==> src/rtl/fft_bfly_stage_p.sv <==
// Radix-2 butterfly stage over LANES-wide blocks, DIST blocks apart; `define BFLY_ROUND_EN for round-half-up scaling.
// Latency: results registered 1 cycle after the accepting edge (sums live, diffs emitted on the following fill or drain).
// Backpressure: din_ready is low only while draining buffered diffs after flush; no output-side stall.
module fft_bfly_stage_p #(
    parameter int WIDTH = 9,
    parameter int LANES = 16,
    parameter int DIST  = 4
) (
    input  logic                    clk,
    input  logic                    rst,
    input  logic signed [WIDTH-1:0] in_i [0:LANES-1],
    input  logic signed [WIDTH-1:0] in_q [0:LANES-1],
    input  logic                    din_valid,
    output logic                    din_ready,
    input  logic                    ifft,
    input  logic                    scale_en,
    input  logic                    flush,
    output logic signed [WIDTH:0]   dout_re [0:LANES-1],
    output logic signed [WIDTH:0]   dout_im [0:LANES-1],
    output logic                    dout_valid,
    output logic                    dout_diff
);

    localparam int CW = (DIST > 1) ? $clog2(DIST) : 1;

    typedef enum logic [1:0] {FILL, BFLY, DRAIN} state_t;

    state_t         state, state_nxt;
    logic [CW-1:0]  cnt, cnt_nxt;
    logic           pend, pend_nxt;
    logic           accept, last, emit, emit_diff, wr_en;

    logic signed [WIDTH:0] mem_re [0:DIST-1][0:LANES-1];
    logic signed [WIDTH:0] mem_im [0:DIST-1][0:LANES-1];

    logic signed [WIDTH:0] q_ext  [0:LANES-1];
    logic signed [WIDTH:0] b_re   [0:LANES-1];
    logic signed [WIDTH:0] b_im   [0:LANES-1];
    logic signed [WIDTH:0] sum_re [0:LANES-1];
    logic signed [WIDTH:0] sum_im [0:LANES-1];
    logic signed [WIDTH:0] dif_re [0:LANES-1];
    logic signed [WIDTH:0] dif_im [0:LANES-1];
    logic signed [WIDTH:0] out_re [0:LANES-1];
    logic signed [WIDTH:0] out_im [0:LANES-1];
    logic signed [WIDTH:0] wr_re  [0:LANES-1];
    logic signed [WIDTH:0] wr_im  [0:LANES-1];

    // Computed one bit wider than the stored word so rounding never wraps.
    function automatic logic signed [WIDTH:0] bfly_op(
        input logic signed [WIDTH:0] a,
        input logic signed [WIDTH:0] b,
        input logic                  sub,
        input logic                  sc
    );
        logic signed [WIDTH+1:0] v;
        v = sub ? ((WIDTH+2)'(a) - (WIDTH+2)'(b)) : ((WIDTH+2)'(a) + (WIDTH+2)'(b));
`ifdef BFLY_ROUND_EN
        if (sc) v = (v + (WIDTH+2)'(1)) >>> 1;
`else
        if (sc) v = v >>> 1;
`endif
        return v[WIDTH:0];
    endfunction

    assign din_ready = (state != DRAIN);
    assign accept    = din_valid && din_ready;
    assign last      = (cnt == CW'(DIST - 1));

    always_comb begin
        for (int l = 0; l < LANES; l++) begin
            q_ext[l]  = {in_q[l][WIDTH-1], in_q[l]};
            b_re[l]   = {in_i[l][WIDTH-1], in_i[l]};
            b_im[l]   = ifft ? -q_ext[l] : q_ext[l];
            sum_re[l] = bfly_op(mem_re[cnt][l], b_re[l], 1'b0, scale_en);
            sum_im[l] = bfly_op(mem_im[cnt][l], b_im[l], 1'b0, scale_en);
            dif_re[l] = bfly_op(mem_re[cnt][l], b_re[l], 1'b1, scale_en);
            dif_im[l] = bfly_op(mem_im[cnt][l], b_im[l], 1'b1, scale_en);
        end
    end

    always_comb begin
        state_nxt = state;
        cnt_nxt   = cnt;
        pend_nxt  = pend;
        emit      = 1'b0;
        emit_diff = 1'b0;
        wr_en     = 1'b0;
        for (int l = 0; l < LANES; l++) begin
            out_re[l] = sum_re[l];
            out_im[l] = sum_im[l];
            wr_re[l]  = b_re[l];
            wr_im[l]  = b_im[l];
        end
        case (state)
            FILL: begin
                if (accept) begin
                    wr_en     = 1'b1;
                    emit      = pend;
                    emit_diff = pend;
                    for (int l = 0; l < LANES; l++) begin
                        out_re[l] = mem_re[cnt][l];
                        out_im[l] = mem_im[cnt][l];
                    end
                    cnt_nxt = last ? '0 : cnt + CW'(1);
                    if (last) begin
                        state_nxt = BFLY;
                        pend_nxt  = 1'b0;
                    end
                end else if (pend && cnt == '0 && flush) begin
                    state_nxt = DRAIN;
                end
            end
            BFLY: begin
                if (accept) begin
                    wr_en = 1'b1;
                    emit  = 1'b1;
                    for (int l = 0; l < LANES; l++) begin
                        wr_re[l] = dif_re[l];
                        wr_im[l] = dif_im[l];
                    end
                    cnt_nxt = last ? '0 : cnt + CW'(1);
                    if (last) begin
                        state_nxt = FILL;
                        pend_nxt  = 1'b1;
                    end
                end
            end
            DRAIN: begin
                emit      = 1'b1;
                emit_diff = 1'b1;
                for (int l = 0; l < LANES; l++) begin
                    out_re[l] = mem_re[cnt][l];
                    out_im[l] = mem_im[cnt][l];
                end
                cnt_nxt = last ? '0 : cnt + CW'(1);
                if (last) begin
                    state_nxt = FILL;
                    pend_nxt  = 1'b0;
                end
            end
            default: state_nxt = FILL;
        endcase
    end

    always_ff @(posedge clk or posedge rst) begin
        if (rst) begin
            state      <= FILL;
            cnt        <= '0;
            pend       <= 1'b0;
            dout_valid <= 1'b0;
            dout_diff  <= 1'b0;
            for (int l = 0; l < LANES; l++) begin
                dout_re[l] <= '0;
                dout_im[l] <= '0;
            end
        end else begin
            state      <= state_nxt;
            cnt        <= cnt_nxt;
            pend       <= pend_nxt;
            dout_valid <= emit;
            if (emit) begin
                dout_diff <= emit_diff;
                for (int l = 0; l < LANES; l++) begin
                    dout_re[l] <= out_re[l];
                    dout_im[l] <= out_im[l];
                end
            end
        end
    end

    // Buffer contents are don't-care after reset: pend=0 guarantees a refill before any read-out.
    always_ff @(posedge clk) begin
        if (wr_en) begin
            for (int l = 0; l < LANES; l++) begin
                mem_re[cnt][l] <= wr_re[l];
                mem_im[cnt][l] <= wr_im[l];
            end
        end
    end

endmodule

==> config.mk <==
export PLATFORM = sky130hd
export DESIGN_NAME = fft_bfly_stage_p
export DESIGN_NICKNAME = d
export VERILOG_FILES = /design/src/rtl/fft_bfly_stage_p.sv
export SDC_FILE = /design/constraint.sdc
export NUM_CORES = 2
export LEC_CHECK = 0
export ABC_AREA = 1
export ABC_CLOCK_PERIOD_IN_PS = 40000
export BUFFER_PORTS_ARGS = -buffer_cell sky130_fd_sc_hd__buf_4
export CAP_MARGIN = 15
export CELL_PAD_IN_SITES_DETAIL_PLACEMENT = 2
export CELL_PAD_IN_SITES_GLOBAL_PLACEMENT = 2
export CORE_MARGIN = 2
export CORE_UTILIZATION = 40
export CTS_BUF_LIST = sky130_fd_sc_hd__clkbuf_4
export CTS_CLUSTER_SIZE = 16
export DETAILED_ROUTE_END_ITERATION = 12
export PLACE_DENSITY = 0.85
export RECOVER_POWER = 25
export SYNTH_ARGS = -nofsm -noshare
export SYNTH_HDL_FRONTEND = slang
export SYNTH_SLANG_ARGS = --single-unit
==> constraint.sdc <==
create_clock -name clk -period 40 [get_ports clk]
set_clock_uncertainty 0.05 [all_clocks]
set_input_delay 0 -clock clk [delete_from_list [all_inputs] [get_ports clk]]
set_output_delay 0 -clock clk [all_outputs]
set_load 0.1 [all_outputs]
==> run_results.csv <==
group,metric,value,unit
placement,gp_congestion,0.906,
floorplan,core-area,271000,µm²
detailed_routing,drcViolationCount,0,
sta,tns,0,ns
sta,relSlewSlack,-493,%
synth,ys_ff_latch,1607,
clock_network,clk_pin_slew,0.08,ns
cells_and_area,layout-drive-gt1-share,8.80,%
clock_network,clock_path_buffers,4,
synth,syn-cell-area,109000,µm²
sta,hold_violations,0,
clock_network,cts_made_buffers,460,
clock_network,ctsResizeCount,0,
floorplan,fp-row-count,191,
synth,synth_fp_nets,14766,
detailed_routing,wl,617000,µm
min_path,holdPathStages,4,
synth,ys_types,41,
clock_network,cts_tree,"built",
synth,synth_area_leaders,"edfxtp_1, nand2_1, ha_1",
grt,grt_use_total,43.0,%
grt,antenna_found_initial,60,
detailed_routing,ant_nets,0,
sta,rsz0062_at_grt,"false",
grt,grt_max_degree,149,
synth,synth_edf_count,1280,
detailed_routing,dr.first_iter.drc_count,10576,
synth,ys_seq_area_share,42.9,%
grt,grt_overflow,0,
floorplan,die_h,525,µm
clock_network,insertion_delay,1.55,ns
sta,max_freq,0.0612,GHz
sta,timing.final.crit_share,40.9,%
sta,drv_slew,1381,
floorplan,start_util,40.2,%
sta,worstMarginPinSlew,8.89,ns
detailed_routing,wire_per_inst,32.2,µm
floorplan,die_w,525,µm
worst_setup_path,regToRegEndpoint,"mem_re[2][117]",
synth,yosys.area.top_type,"edfxtp_1",
floorplan,io_pins,617,
sta,finalSetupViolCount,0,
synth,ys_warn_count,0,
synth,synth_top_area_share,35.4,%
flow_run,drv_cap,32,
min_path,hold_class,"input pin to flip-flop",
synth,ys.flop_type,"edfxtp_1",
sta,min_period,16.35,ns
clock_network,cts_sinks,1607,
min_path,min_from,"in_q[64]",
grt,grt_pass1_vias,134840,
worst_setup_path,r2r_setup_slack,23.65,ns
cells_and_area,fin_nets,16196,
cells_and_area,fin_util,48.2,%
synth,postSynthAreaPerCell,7.91,µm²
clock_network,root_buffer,"clkbuf_4",
synth,synth_common_cells,"nand2_1, inv_1, nor2_1",
worst_setup_path,rr_startpoint,"cnt[0]",
clock_network,clock_tree.htree_level_count,5,
detailed_routing,via_per_inst,6.20,
worst_setup_path,cp-end-kind,"flip-flop",
floorplan,die-area,276000,µm²
worst_setup_path,path_class,"flip-flop to flip-flop",
cells_and_area,area_growth,20.0,%
status,status,"finished with violations",
synth,async_reset_ff_share,20.3,%
worst_setup_path,critPathMaxFanout,112,
placement,port_buffers,616,
min_path,holdPathEnd,"mem_im[1][71]",
worst_setup_path,worstPathArrival,17.10,ns
placement,dpl.hpwl,305000,µm
worst_setup_path,r2r_cells,6,
worst_setup_path,start_kind,"flip-flop",
grt,grt_first_pass_wirelength,906000,µm
clock_network,cts_setup_buffers,0,
status,violations,"capacitance limit, slew limit",
synth,synthMostInstantiatedCell,"nand2_1",
worst_setup_path,cp_data_required_time,40.75,ns
detailed_routing,vias,118909,
detailed_routing,drt-pass1-iter-count,8,
synth,syn-instance-count,13744,
clock_network,cts_hold_repair.buffers,983,
==> logic make-up after synthesis <==
family,share of synthesized area [%]
xor+xnor,2.72
mux,0.0414
compound gates,12.4
flops,42.9
buf+inv,9.18
fa+ha+maj,8.82
simple gates,23.9
==> registers in the layout (all words and copies together), names as in the netlist <==
signal,cells
dout_im,160
dout_re,160
dout_diff,1
pend,1
mem_re,640
dout_valid,1
mem_im,640
cnt,2
state,2
==> critical path, cell delays in order, from the launching register on <==
cell and delay, ns:
dfrtp_1 0.97, clkinvlp_2 2.91, clkbuf_1 3.28, ha_1 0.52, inv_1 0.06, nor2_1 1.48, clkbuf_1 6.10
==> through the flow <==
step                      setup slack, ns  hold WS (ns)  cells  cell area, µm²
after floorplan                     23.75         0.185  13744          109000
after global placement              34.51        0.0801  17296          116000
after detailed placement            34.24        0.0876  17296          116000
after CTS                           32.58       0.00822  19141          132000
after global routing                23.03        0.0919  19158          130000
final                               23.65         0.105  19174          130000
==> area by class of cell <==
class / instances / area, µm²
Clock inverter: 173 / 977
Clock buffer: 689 / 5170
Antenna cell: 30 / 75.1
Multi-Input combinational cell: 9557 / 52100
Timing Repair Buffer: 1693 / 14000
Tap cell: 3570 / 4470
Sequential cell: 1607 / 46600
Fill cell: 30084 / 140000
Inverter: 1855 / 7000
==> worst max-delay path by stage <==
stage | start | endpoint | slack (ns) | cells after the start
after detailed placement | cnt[0] | mem_im[0][126] | 34.24 | 14
after global routing | cnt[0] | mem_re[2][117] | 23.03 | 6
after CTS | cnt[1] | mem_re[3][98] | 32.58 | 17
final | cnt[0] | mem_re[2][117] | 23.65 | 6
after global placement | cnt[1] | mem_im[0][67] | 34.51 | 14
after floorplan | state[0] | mem_im[0][0] | 23.75 | 9
==> cell usage in the layout (no fill, tap or decap), drive strengths merged, types with 5 or more instances in the layout <==
cell type | synthesis | final
xnor2 | 32 | 32
nor2 | 1289 | 1289
a31oi | 158 | 158
o31ai | 24 | 24
nor3b | 5 | 5
o21a | 12 | 12
and2 | 24 | 24
a32oi | 83 | 83
o211ai | 55 | 55
o22ai | 140 | 140
clkbuf | 514 | 1032
buf | 211 | 369
inv | 1853 | 1858
ha | 664 | 664
nor3 | 108 | 108
fa | 64 | 64
dlygate4sd3 | 0 | 981
nand3 | 1148 | 1148
diode | 0 | 30
o21ai | 926 | 926
a21oi | 831 | 831
nand4 | 91 | 91
nand2 | 3013 | 3013
clkinv | 2 | 150
o21bai | 80 | 80
nand3b | 187 | 187
edfxtp | 1280 | 1280
bufinv | 0 | 9
a32o | 45 | 45
o22a | 41 | 41
xor2 | 305 | 305
or2 | 225 | 225
dfrtp | 327 | 327
clkinvlp | 0 | 11
==> metal layers <==
layer	track usage, %	part of all wire, %
met1	46.7	36
met2	74.5	49
met3	8.72	7.3
met4	31.0	8.0
met5	0	0.043
Power is left out: the tool's default activity adds up to more than one toggle a clock period on the data nets, which glitch-free logic cannot reach.
